File: src/rtl/if_id_stage.sv
// PC register and IF/ID pipeline register with flush/stall handling.
// Optional performance counters enabled by defining IF_ID_PERF_CNT_EN.
module if_id_stage #(
  parameter int              XLEN      = 32,
  parameter logic [XLEN-1:0] RESET_PC  = 32'h0000_0000,
  parameter logic [XLEN-1:0] NOP_INSTR = 32'h0000_0013
) (
  input  logic            clk_i,
  input  logic            rst_i,
  input  logic            start_i,
  input  logic            PCWrite_i,
  input  logic            IF_ID_Write_i,
  input  logic            Flush_i,
  input  logic [XLEN-1:0] Branch_target_i,
  input  logic [XLEN-1:0] instr_i,
  output logic [XLEN-1:0] pc_o,
  output logic [XLEN-1:0] IF_ID_pc_o,
  output logic [XLEN-1:0] IF_ID_instr_o,
  output logic            IF_ID_valid_o,
  output logic [31:0]     stall_cycles_o,
  output logic [31:0]     flush_count_o
);

  typedef enum logic {IDLE, RUN} state_t;

  state_t          state_q, state_d;
  logic [XLEN-1:0] pc_q;
  logic [XLEN-1:0] if_pc_q;
  logic [XLEN-1:0] if_instr_q;
  logic            if_valid_q;
  logic            running;

  always_ff @(posedge clk_i or posedge rst_i) begin
    if (rst_i) state_q <= IDLE;
    else       state_q <= state_d;
  end

  always_comb begin
    state_d = state_q;
    if (state_q == IDLE && start_i) state_d = RUN;
  end

  assign running = (state_q == RUN);

  // Flush wins over any combination of write enables.
  always_ff @(posedge clk_i or posedge rst_i) begin
    if (rst_i) begin
      pc_q       <= RESET_PC;
      if_pc_q    <= '0;
      if_instr_q <= NOP_INSTR;
      if_valid_q <= 1'b0;
    end else if (running) begin
      if (Flush_i) begin
        pc_q       <= Branch_target_i;
        if_pc_q    <= '0;
        if_instr_q <= NOP_INSTR;
        if_valid_q <= 1'b0;
      end else begin
        if (PCWrite_i) pc_q <= pc_q + XLEN'(4);
        if (IF_ID_Write_i) begin
          if_pc_q    <= pc_q;
          if_instr_q <= instr_i;
          if_valid_q <= 1'b1;
        end
      end
    end
  end

  assign pc_o          = pc_q;
  assign IF_ID_pc_o    = if_pc_q;
  assign IF_ID_instr_o = if_instr_q;
  assign IF_ID_valid_o = if_valid_q;

`ifdef IF_ID_PERF_CNT_EN
  logic [31:0] stall_q, flush_q;

  always_ff @(posedge clk_i or posedge rst_i) begin
    if (rst_i) begin
      stall_q <= '0;
      flush_q <= '0;
    end else if (running) begin
      if (Flush_i && flush_q != '1) flush_q <= flush_q + 32'd1;
      if (!Flush_i && !PCWrite_i && stall_q != '1) stall_q <= stall_q + 32'd1;
    end
  end

  assign stall_cycles_o = stall_q;
  assign flush_count_o  = flush_q;
`else
  assign stall_cycles_o = '0;
  assign flush_count_o  = '0;
`endif

endmodule

File: config.mk
export PLATFORM = sky130hd
export DESIGN_NAME = if_id_stage
export DESIGN_NICKNAME = d
export VERILOG_FILES = /design/src/rtl/if_id_stage.sv
export SDC_FILE = /design/constraint.sdc
export NUM_CORES = 1
export LEC_CHECK = 0
export BUFFER_PORTS_ARGS = -buffer_cell sky130_fd_sc_hd__buf_2
export CORE_MARGIN = 2
export CORE_UTILIZATION = 45
export DETAILED_ROUTE_END_ITERATION = 7
export MAX_ROUTING_LAYER = met4
export PLACE_DENSITY = 0.78
export SLEW_MARGIN = 10
export SYNTH_ARGS = -nofsm -noshare
export SYNTH_HDL_FRONTEND = slang
export SYNTH_SLANG_ARGS = --single-unit
File: constraint.sdc
create_clock -name clk_i -period 3.84 [get_ports clk_i]
set_input_delay 0.192 -clock clk_i [delete_from_list [all_inputs] [get_ports clk_i]]
set_output_delay 0.192 -clock clk_i [all_outputs]
set_load 0.01 [all_outputs]
==> metrics.yaml, run 1 <==
clock_tree:
  h-tree-depth: 3
  post_cts_resized: 0
  cts_tree: "done"
  clk_pin_slew_worst_paths_ns: 0.09
  clock-root-buffer: "clkbuf_8"
  insertion_delay_ns: 0.36
  cts_buffers: 9
  clk_path_buf_depth: 2
  clock-sinks: 98
logic_synthesis:
  ys_seq_elements: 98
  synth_edf_count: 0
  synthCells: 471
  synth.largest_area_cell: "dfrtp_1"
  synth_most_common_cell: "dfrtp_1"
  synth_area_leaders: "dfrtp_1 (49%), a22o_1 (13%), buf_4 (10%)"
  async_reset_ff_share_pct: 100
  ys_types: 47
  yosysSeqAreaShare_pct: 50.5
  synth_common_cells: "dfrtp_1 (95), a22o_1 (70), buf_4 (65), nand2_1 (32), clkbuf_1 (30)"
  synth_warnings: 0
  syn_area_sq_um: 4870
  syn-mean-instance-area_sq_um: 10.3
  synth_flop_cell: "dfrtp_1"
  synth_top_area_share_pct: 48.8
drt:
  antenna_left: 0
  dr.pass1.iters: 7
  wl_per_cell_um: 17.2
  vias: 4289
  drcViolationCount: 0
  viasPerCell: 5.64
  drtIter0Drc: 339
  wl_um: 13100
global_route:
  grt-ovfl-total: 0
  grt_pass1_vias: 3941
  grt_usage_pct: 22.8
  antenna_found_initial: 0
  grt_first_pass_wirelength_um: 20200
  grt_max_degree: 62
worst_setup_path:
  r2r_start: "running$_DFFE_PP0P_"
  startpoint: "running$_DFFE_PP0P_"
  rrSetupSlack_ns: 1.26
  startpoint_type: "register"
  crit_chain: "nor2b_1 -> and2_2 -> a22o_1"
  cp.required_ns: 4.13
  worstSetupEndpointType: "register"
  slowest_stage: "and2_2"
  crit_fanout: 60
  crit_arrival_ns: 2.87
  r2r_end: "IF_ID_pc_o[14]$_DFFE_PP0P_"
  reg2regPathDepth: 3
  crit_type: "reg2reg"
  cpPeakStageDelay_ns: 0.95
  crit_end: "IF_ID_pc_o[14]$_DFFE_PP0P_"
sta:
  setup_viol: 0
  worstMarginPinSlew_ns: 1.16
  fin_crit_sh_pct: 67.3
  rsz0062_at_grt: "no"
  slew_headroom_pct: 22.4
  clock_skew_ns: 0.0111
  max_freq_ghz: 0.387
  maxSlewViolCount: 0
  final.setup.tns_ns: 0
  min_period_ns: 2.58
  hold_violations: 0
power:
  vdd_ir_drop_max_mv: 0.152
  leakage_uw: 0.00295
  p_per_area_nw_per_um2: 394
outcome:
  status: "finished, final reports clean"
floorplan:
  io_pins: 231
  dieArea_sq_um: 11700
  core-area_sq_um: 10400
  initial_core_util_pct: 46.7
  die_w_um: 108
  dieHeight_um: 108
  row_count: 37
place:
  dpl_cell_area_sq_um: 5540
  place.gp.congestion: 0.865
  dpl.hpwl_um: 9280
  post-place-cells: 743
  port_buffers: 166
layout:
  stdcell_area_sq_um: 5730
  n_antenna_cell: 0
  finalNonFillerCells: 760
  areaGrowthSynthToFinish_pct: 17.7
  drive_above_1_share_pct: 31.7
  fin_nets: 690
job:
  max-cap-violations: 0
hold_path:
  hold_class: "in2reg"
==> sequential cells by signal (all words and copies together), names as in the netlist <==
register	count
running	1
IF_ID_valid_o	1
IF_ID_instr_o	32
IF_ID_pc_o	32
pc_o	32
==> worst min-delay path by stage <==
stage                startpoint                            end  slack (ns)  cells after the start
floorplan               start_i            running$_DFFE_PP0P_        0.30                      1
global placement          rst_i  IF_ID_instr_o[17]$_DFFE_PP0P_        0.37                      2
global route        instr_i[31]  IF_ID_instr_o[31]$_DFFE_PP0P_        0.02                      2
CTS                     start_i            running$_DFFE_PP0P_        0.02                      2
finish                  start_i            running$_DFFE_PP0P_        0.04                      2
detailed placement        rst_i  IF_ID_instr_o[12]$_DFFE_PP0P_        0.39                      2
==> through the flow <==
stage	total power, uW	worst slack (ns)	util (%)	hold slack, ns
2_1_floorplan	1510	1.09	-	0.301
3_3_place_gp	1650	1.45	53.2	0.373
3_5_place_dp	1660	1.32	53.2	0.386
4_1_cts	2280	1.30	55.0	0.0189
5_1_grt	2380	1.10	55.0	0.0168
6_report	2260	1.26	55.0	0.0392
==> placed cells by master, fill, tap and decap left out, types with 10 or more instances in the layout <==
| master | netlist | final |
|---|---|---|
| o22ai_1 | 10 | 10 |
| a22o_1 | 70 | 70 |
| nor2_1 | 10 | 10 |
| nand4_1 | 10 | 10 |
| nand3_1 | 20 | 20 |
| buf_2 | 0 | 166 |
| a21oi_1 | 27 | 27 |
| clkbuf_8 | 0 | 11 |
| conb_1 | 1 | 64 |
| nand2_1 | 32 | 32 |
| dfrtp_1 | 95 | 95 |
| o21ai_0 | 16 | 16 |
==> metal layers <==
metal  global-route usage, %  vias to the layer above  routed length, um
li1                        -                     1921                  -
met5                       -                        -                  0
met4                    8.42                        0                155
met2                    34.7                      256               6080
met1                    30.4                     2095               5660
met3                    4.46                       17               1160
==> repair_timing <==
action / in CTS / in global routing
hold endpoints to repair: 57 / 0
hold buffers: 1 / 0
buffers inserted: 0 / 0
==> cell families after synthesis <==
logic type | share of synthesized area (%)
other cells | 0.0770
flops | 50.5
fa+ha+maj | 0.257
buf+inv | 12.8
mux | 1.29
compound gates | 23.0
simple gates | 12.2
==> where the power goes <==
group / switching, uW / internal, uW
clock network: 346 / 271
logic: 245 / 174
registers: 105 / 1120
total: 697 / 1560
==> worst max-delay path, delay by kind of cell, from the launching register on <==
kind	cells	cell delay [ns]
and+or+nand+nor	2	1.27
DFF	1	0.92
AOI/OAI and AO/OA	1	0.25
==> area by class of cell <==
type / count / area, sq um
fill: 945 / 4690
sequential: 98 / 2460
multi-input combinational: 336 / 2040
timing repair buffer: 170 / 863
tap: 136 / 170
clock buffer: 12 / 155
clock inverter: 4 / 26.3
inverter: 4 / 17.5
(Power assumes the default switching activity.)
==> run 2, diff against run 1 <==
--- a/config.mk
+++ b/config.mk
@@ -5,9 +5,10 @@
 export SDC_FILE = /design/constraint.sdc
 export NUM_CORES = 1
 export LEC_CHECK = 0
+export ABC_AREA = 1
 export BUFFER_PORTS_ARGS = -buffer_cell sky130_fd_sc_hd__buf_2
 export CORE_MARGIN = 2
-export CORE_UTILIZATION = 45
+export CORE_UTILIZATION = 44
 export DETAILED_ROUTE_END_ITERATION = 7
 export MAX_ROUTING_LAYER = met4
 export PLACE_DENSITY = 0.78
==> constraint.sdc (replaced) <==
create_clock -name clk_i -period 2.2 [get_ports clk_i]
set_input_delay 0.11 -clock clk_i [delete_from_list [all_inputs] [get_ports clk_i]]
set_output_delay 0.11 -clock clk_i [all_outputs]
set_load 0.01 [all_outputs]
==> metrics.yaml, run 2 <==
worst_setup_path:
  crit_fanout: 7  # -88%
  reg2regPathDepth: 10  # +7
  crit_arrival_ns: 1.95  # -0.92 ns
  crit_type: "reg2reg"
  worstSetupEndpointType: "register"
  cp.required_ns: 2.44  # -1.69 ns
  startpoint_type: "register"
drt:
  vias: 4855  # +13%
  drcViolationCount: 0  # unchanged
  wl_per_cell_um: 15.0  # -13%
  drtIter0Drc: 304  # -10%
  wl_um: 14800  # +13%
  viasPerCell: 4.92  # -13%
  dr.pass1.iters: 5  # -2
  antenna_left: 0  # unchanged
outcome:
  status: "finished, final reports clean"
floorplan:
  dieHeight_um: 114  # +5.7%
  die_w_um: 114  # +5.7%
  initial_core_util_pct: 44.8  # -1.9 points
  io_pins: 231  # unchanged
  row_count: 40  # +8.1%
  core-area_sq_um: 11900  # +14%
  dieArea_sq_um: 13000  # +12%
sta:
  clock_skew_ns: 0.00566  # -0.00545 ns
  slew_headroom_pct: 47.6  # +25 points
  final.setup.tns_ns: 0  # unchanged
  min_period_ns: 1.70  # -0.883 ns
  fin_crit_sh_pct: 77.3  # +10 points
  setup_viol: 0  # unchanged
  max_freq_ghz: 0.588  # +52%
  worstMarginPinSlew_ns: 0.784  # -0.379 ns
  hold_violations: 0  # unchanged
  maxSlewViolCount: 0  # unchanged
  rsz0062_at_grt: "no"
  fin_ws_ns: 0.498  # -0.757 ns
clock_tree:
  h-tree-depth: 3  # unchanged
  insertion_delay_ns: 0.35  # about the same
  clock-root-buffer: "clkbuf_16"
  clk_path_buf_depth: 2  # unchanged
  cts_buffers: 9  # unchanged
  clk_pin_slew_worst_paths_ns: 0.07  # -0.02 ns
  cts_tree: "done"
  post_cts_resized: 0  # unchanged
  clock-sinks: 98  # unchanged
global_route:
  grt_max_degree: 43  # -31%
  grt_pass1_vias: 4559  # +16%
  grt-ovfl-total: 0  # unchanged
  antenna_found_initial: 0  # unchanged
  grt_usage_pct: 23.4  # +0.62 points
  grt_first_pass_wirelength_um: 23100  # +15%
power:
  p_int_uw: 3210  # +110%
  p_per_area_nw_per_um2: 707  # +79%
  power_switching_uw: 1460  # +110%
  seqPwrFrac_pct: 45.7  # -8.4 points
  netSwitchingFraction_pct: 31.2  # +0.35 points
  leakage_uw: 0.00354  # +20%
  p_comb_share_pct: 21.1  # +2.5 points
  vdd_ir_drop_max_mv: 0.318  # +110%
  clkPwrFrac_pct: 33.2  # +5.9 points
logic_synthesis:
  syn-mean-instance-area_sq_um: 8.19  # -21%
  ys_seq_elements: 98  # unchanged
  synth_common_cells: "nand2_1 (171), dfrtp_1 (95), buf_4 (64), inv_1 (54)"
  yosysSeqAreaShare_pct: 46.0  # -4.5 points
  synth_top_area_share_pct: 44.5  # -4.3 points
  synthCells: 652  # +38%
  ys_types: 35  # -26%
  synth_edf_count: 0  # unchanged
  synth_area_leaders: "dfrtp_1 (45%), nand2_1 (12%), buf_4 (9.0%)"
  synth_warnings: 0  # unchanged
  synth_flop_cell: "dfrtp_1"
  async_reset_ff_share_pct: 100  # unchanged
  synth.largest_area_cell: "dfrtp_1"
  syn_area_sq_um: 5340  # +9.7%
  synth_most_common_cell: "nand2_1"
hold_path:
  holdPathStages: 3  # +1
  hold_class: "in2reg"
job:
  max-cap-violations: 0  # unchanged
layout:
  n_antenna_cell: 0  # unchanged
  ff_latch_area_sq_um: 2460  # unchanged
  final_cell_mix: "nand2_1 (171), buf_2 (166), dfrtp_1 (95)"
  multi_input_area_sq_um: 2240  # +9.9%
  finalNonFillerCells: 986  # +30%
  fin_nets: 905  # +31%
  drive_above_1_share_pct: 28.2  # -3.5 points
  fillers: 1138  # +20%
  final_common_cell: "nand2_1"
  post-route-util_pct: 55.4  # +0.39 points
  areaGrowthSynthToFinish_pct: 23.6
place:
  post-place-ws_ns: 0.526  # -0.795 ns
  post-place-cells: 947  # +27%
  dpl.hpwl_um: 11000  # +19%
  port_buffers: 166  # unchanged
  place.gp.congestion: 0.937  # +8.3%
## run 2: area by class of cell
| cell class | count | area share, % |
|---|---|---|
| clock buffer | 11 | 3.53 |
| clock inverter | 5 | 0.854 |
| inverter | 71 | 4.17 |
| multi-input combinational | 458 | 34.0 |
| sequential | 98 | 37.2 |
| tap | 147 | 2.79 |
| timing repair buffer | 196 | 17.5 |
## run 2: worst paths after layout
kind | startpoint | to | slack (ns)
setup / recovery | pc_o[3]$_DFFE_PP0P_ | pc_o[24]$_DFFE_PP0P_ | 0.50
hold / removal | Branch_target_i[0] | pc_o[0]$_DFFE_PP0P_ | 0.008
setup reg to reg | pc_o[3]$_DFFE_PP0P_ | pc_o[24]$_DFFE_PP0P_ | 0.50
hold reg to reg | IF_ID_pc_o[17]$_DFFE_PP0P_ | IF_ID_pc_o[17]$_DFFE_PP0P_ | 0.48
max in group asynchronous | rst_i | IF_ID_pc_o[31]$_DFFE_PP0P_ | 1.12
min in group asynchronous | rst_i | IF_ID_instr_o[26]$_DFFE_PP0P_ | 0.46
## run 2: critical path, stage by stage, from the launching register on
cell	delay, ns
dfrtp_1	0.41
ha_1	0.22
nand2_1	0.12
nor2_4	0.19
nand2_1	0.12
nor2_1	0.20
nand2_1	0.08
nand2_1	0.06
nand3_1	0.06
nand2_1	0.09
nand2_1	0.04
## run 2: through the flow
| stage | power (uW) | hold slack (ns) | cell area (sq um) |
|---|---|---|---|
| floorplan | 2790 | 0.219 | 5580 |
| global placement | 3100 | 0.275 | 6080 |
| detailed placement | 3110 | 0.289 | 6080 |
| CTS | 4700 | 0.000383 | 6590 |
| global route | 4900 | 0.00529 | 6600 |
| finish | 4660 | 0.00792 | 6600 |
## run 2: cells by family (layout without fill, tap and decap cells)
group	Yosys count	count (layout)	share of synthesized area [%]
simple gates	264	264	21.5
buf+inv	159	283	16.5
fa+ha+maj	1	1	0.234
compound gates	129	129	15.7
other cells	1	64	0.0702
flops	98	98	46.0
## run 2: timing repair
item / in CTS / in global routing
hold buffers: 22 / 1
buffers inserted: 0 / 0
endpoints found under the hold margin: 51 / 1
## run 2: per-layer routing
metal	share of wire [%]	vias up	global-route usage [%]
met4	2.2	0	6.99
met2	47	214	37.7
li1	-	2343	-
met3	6.9	24	4.71
met5	0	-	-
met1	43	2274	30.1
## run 2: power by group through the flow
| stage | registers, uW | logic, uW | clock network (uW) |
|---|---|---|---|
| 3_3_place_gp | 2160 | 940 | 0 |
| 4_1_cts | 2130 | 986 | 1590 |
| 5_1_grt | 2150 | 1100 | 1660 |
| 2_1_floorplan | 2200 | 590 | 0 |
| 6_report | 2130 | 985 | 1550 |
| 3_5_place_dp | 2160 | 952 | 0 |
==> run 3, diff against run 2 <==
==> constraint.sdc (replaced) <==
create_clock -name clk_i -period 1.5 [get_ports clk_i]
set_input_delay 0.075 -clock clk_i [delete_from_list [all_inputs] [get_ports clk_i]]
set_output_delay 0.075 -clock clk_i [all_outputs]
set_load 0.01 [all_outputs]
==> metrics.yaml, run 3 (synthesis gave the netlist of run 2 again) <==
worst_setup_path:
  rrSetupSlack_ns: 0.005  # -0.49 ns
  cp.required_ns: 1.73  # -0.71 ns
  startpoint_type: "register"
  r2r_end: "pc_o[26]$_DFFE_PP0P_"
  reg2regPathDepth: 10  # unchanged
  r2r_start: "pc_o[2]$_DFFE_PP0P_"
  worstSetupEndpointType: "register"
  crit_arrival_ns: 1.72  # -0.23 ns
  crit_fanout: 6  # -1
  startpoint: "pc_o[2]$_DFFE_PP0P_"
  crit_end: "pc_o[26]$_DFFE_PP0P_"
  crit_type: "reg2reg"
clock_tree:
  clk_path_buf_depth: 2  # unchanged
  clock-sinks: 98  # unchanged
  insertion_delay_ns: 0.34  # about the same
  cts_tree: "done"
  clock-root-buffer: "clkbuf_16"
  h-tree-depth: 3  # unchanged
  clk_pin_slew_worst_paths_ns: 0.07  # about the same
  cts_buffers: 9  # unchanged
layout:
  areaGrowthSynthToFinish_pct: 33.5
  post-route-util_pct: 59.9  # +4.5 points
  ff_latch_area_sq_um: 2460  # +0.25%
  multi_input_area_sq_um: 2330  # +3.8%
  final_cell_mix: "buf_2 (166), nand2_1 (165), dfrtp_1 (90)"
  fillers: 1075  # -5.5%
  fin_nets: 951  # +5.1%
  drive_above_1_share_pct: 33.3  # +5.1 points
  n_antenna_cell: 0  # unchanged
  final_common_cell: "buf_2"
floorplan:
  initial_core_util_pct: 44.8  # unchanged
  dieHeight_um: 114  # unchanged
  row_count: 40  # unchanged
  die_w_um: 114  # unchanged
  io_pins: 231  # unchanged
  core-area_sq_um: 11900  # unchanged
  dieArea_sq_um: 13000  # unchanged
power:
  p_per_area_nw_per_um2: 1030  # +46%
  vdd_ir_drop_max_mv: 0.526  # +66%
  p_comb_share_pct: 23.4  # +2.3 points
  power_switching_uw: 2290  # +57%
  clkPwrFrac_pct: 34.6  # +1.4 points
  leakage_uw: 0.00380  # +7.2%
  netSwitchingFraction_pct: 31.0  # -0.23 points
  p_int_uw: 5090  # +59%
  seqPwrFrac_pct: 42.0  # -3.7 points
global_route:
  busiest_layer: "met2"
  grt_max_degree: 99  # +130%
  antenna_found_initial: 0  # unchanged
  grt_use_met3_pct: 5.08  # +0.37 points
  use_met1_pct: 31.4  # +1.3 points
  grt_pass1_vias: 4705  # +3.2%
  use_met2_pct: 40.5  # +2.8 points
  grt-ovfl-total: 0  # unchanged
  grt_usage_pct: 24.9  # +1.5 points
  grt_first_pass_wirelength_um: 24600  # +6.6%
drt:
  dr.pass1.iters: 5  # unchanged
  drtIter0Drc: 434  # +43%
  wl_per_cell_um: 15.6  # +4.2%
  viasPerCell: 4.94  # +0.38%
  wl_um: 16100  # +9.0%
  antenna_left: 0  # unchanged
  drcViolationCount: 0  # unchanged
  vias: 5101  # +5.1%
sta:
  rsz0062_at_grt: "yes"
  fin_ws_ns: 0.00469  # -0.494 ns
  hold_violations: 0  # unchanged
  clock_skew_ns: 0.00702  # +0.00135 ns
  worstMarginPinSlew_ns: 0.526  # -0.258 ns
  fin_crit_sh_pct: 99.7  # +22 points
  min_period_ns: 1.50  # -0.206 ns
  hold_ws_ns: 0.0133  # +0.00533 ns
  slew_headroom_pct: 64.9  # +17 points
  maxSlewViolCount: 0  # unchanged
  setup_viol: 0  # unchanged
  max_freq_ghz: 0.669  # +14%
hold_path:
  hold_class: "in2reg"
outcome:
  status: "finished, final reports clean"
place:
  place.gp.congestion: 0.941  # +0.41%
  post-place-ws_ns: -0.0446  # -0.570 ns
  dpl.hpwl_um: 11200  # +2.1%
  port_buffers: 166  # unchanged
job:
  max-cap-violations: 0  # unchanged
[run 3: cell types whose count changed in the layout (fill, tap and decap cells not counted), moves of 5 or more]
cell | before | now
buf_4 | 4 | 36
dlygate4sd3_1 | 23 | 35
nor2_1 | 36 | 27
nand2_1 | 171 | 165
dfrtp_1 | 95 | 90
dfrtp_2 | 0 | 5
nor2_2 | 3 | 8
[run 3: critical path, stage by stage, from the launching register on]
cell	delay, ns
dfrtp_1	0.42
ha_4	0.18
nand2_4	0.06
nor2_4	0.19
nand2_4	0.12
nor2_4	0.12
nand2_1	0.06
nand2_1	0.05
nand3_1	0.06
nand2_1	0.06
nand2_1	0.05
[run 3: worst min path at each step]
stage | depth (start not counted) | slack [ns] | start | endpoint
2_1_floorplan | 1 | 0.18 | start_i | running$_DFFE_PP0P_
3_3_place_gp | 3 | 0.27 | rst_i | IF_ID_instr_o[23]$_DFFE_PP0P_
3_5_place_dp | 3 | 0.27 | rst_i | IF_ID_instr_o[22]$_DFFE_PP0P_
4_1_cts | 2 | 0.003 | instr_i[3] | IF_ID_instr_o[3]$_DFFE_PP0P_
5_1_grt | 2 | 0.006 | instr_i[3] | IF_ID_instr_o[3]$_DFFE_PP0P_
6_report | 3 | 0.01 | Branch_target_i[3] | pc_o[3]$_DFFE_PP0P_
[run 3: what timing repair did]
item	CTS	global route
gates resized for setup	4	26
endpoints found under the setup margin	7	44
setup buffers	0	11
hold buffers	35	0
endpoints found under the hold margin	129	0
pin swaps	4	10
[run 3: area by class of cell]
type,instances,share of cell area (%)
Sequential cell,98,34.5
Multi-Input combinational cell,458,32.6
Timing Repair Buffer,242,21.8
Inverter,71,3.90
Clock buffer,10,3.35
Tap cell,147,2.58
Clock inverter,6,1.25
[run 3: power by group through the flow]
| stage | Sequential (uW) | Clock (uW) | Combinational, uW |
|---|---|---|---|
| after global routing | 3130 | 2710 | 1890 |
| after detailed placement | 3130 | 0 | 1550 |
| final | 3100 | 2550 | 1730 |
| after global placement | 3120 | 0 | 1540 |
| after floorplan | 3230 | 0 | 871 |
| after CTS | 3090 | 2590 | 1640 |
[run 3: per-stage QoR]
step / TNS, ns / area [sq um] / cells / total power, uW
floorplan: -0.000717 / 5590 / 715 / 4100
global placement: 0 / 6290 / 970 / 4670
detailed placement: -0.120 / 6290 / 970 / 4690
CTS: -0.00366 / 6980 / 1021 / 7310
global route: -1.44 / 7130 / 1032 / 7730
finish: 0 / 7130 / 1032 / 7380
[run 3: per-layer routing]
metal | up-vias | routed length, um
li1 | 2441 | -
met1 | 2389 | 6770
met2 | 247 | 7850
met3 | 24 | 1210
met4 | 0 | 313
met5 | - | 0
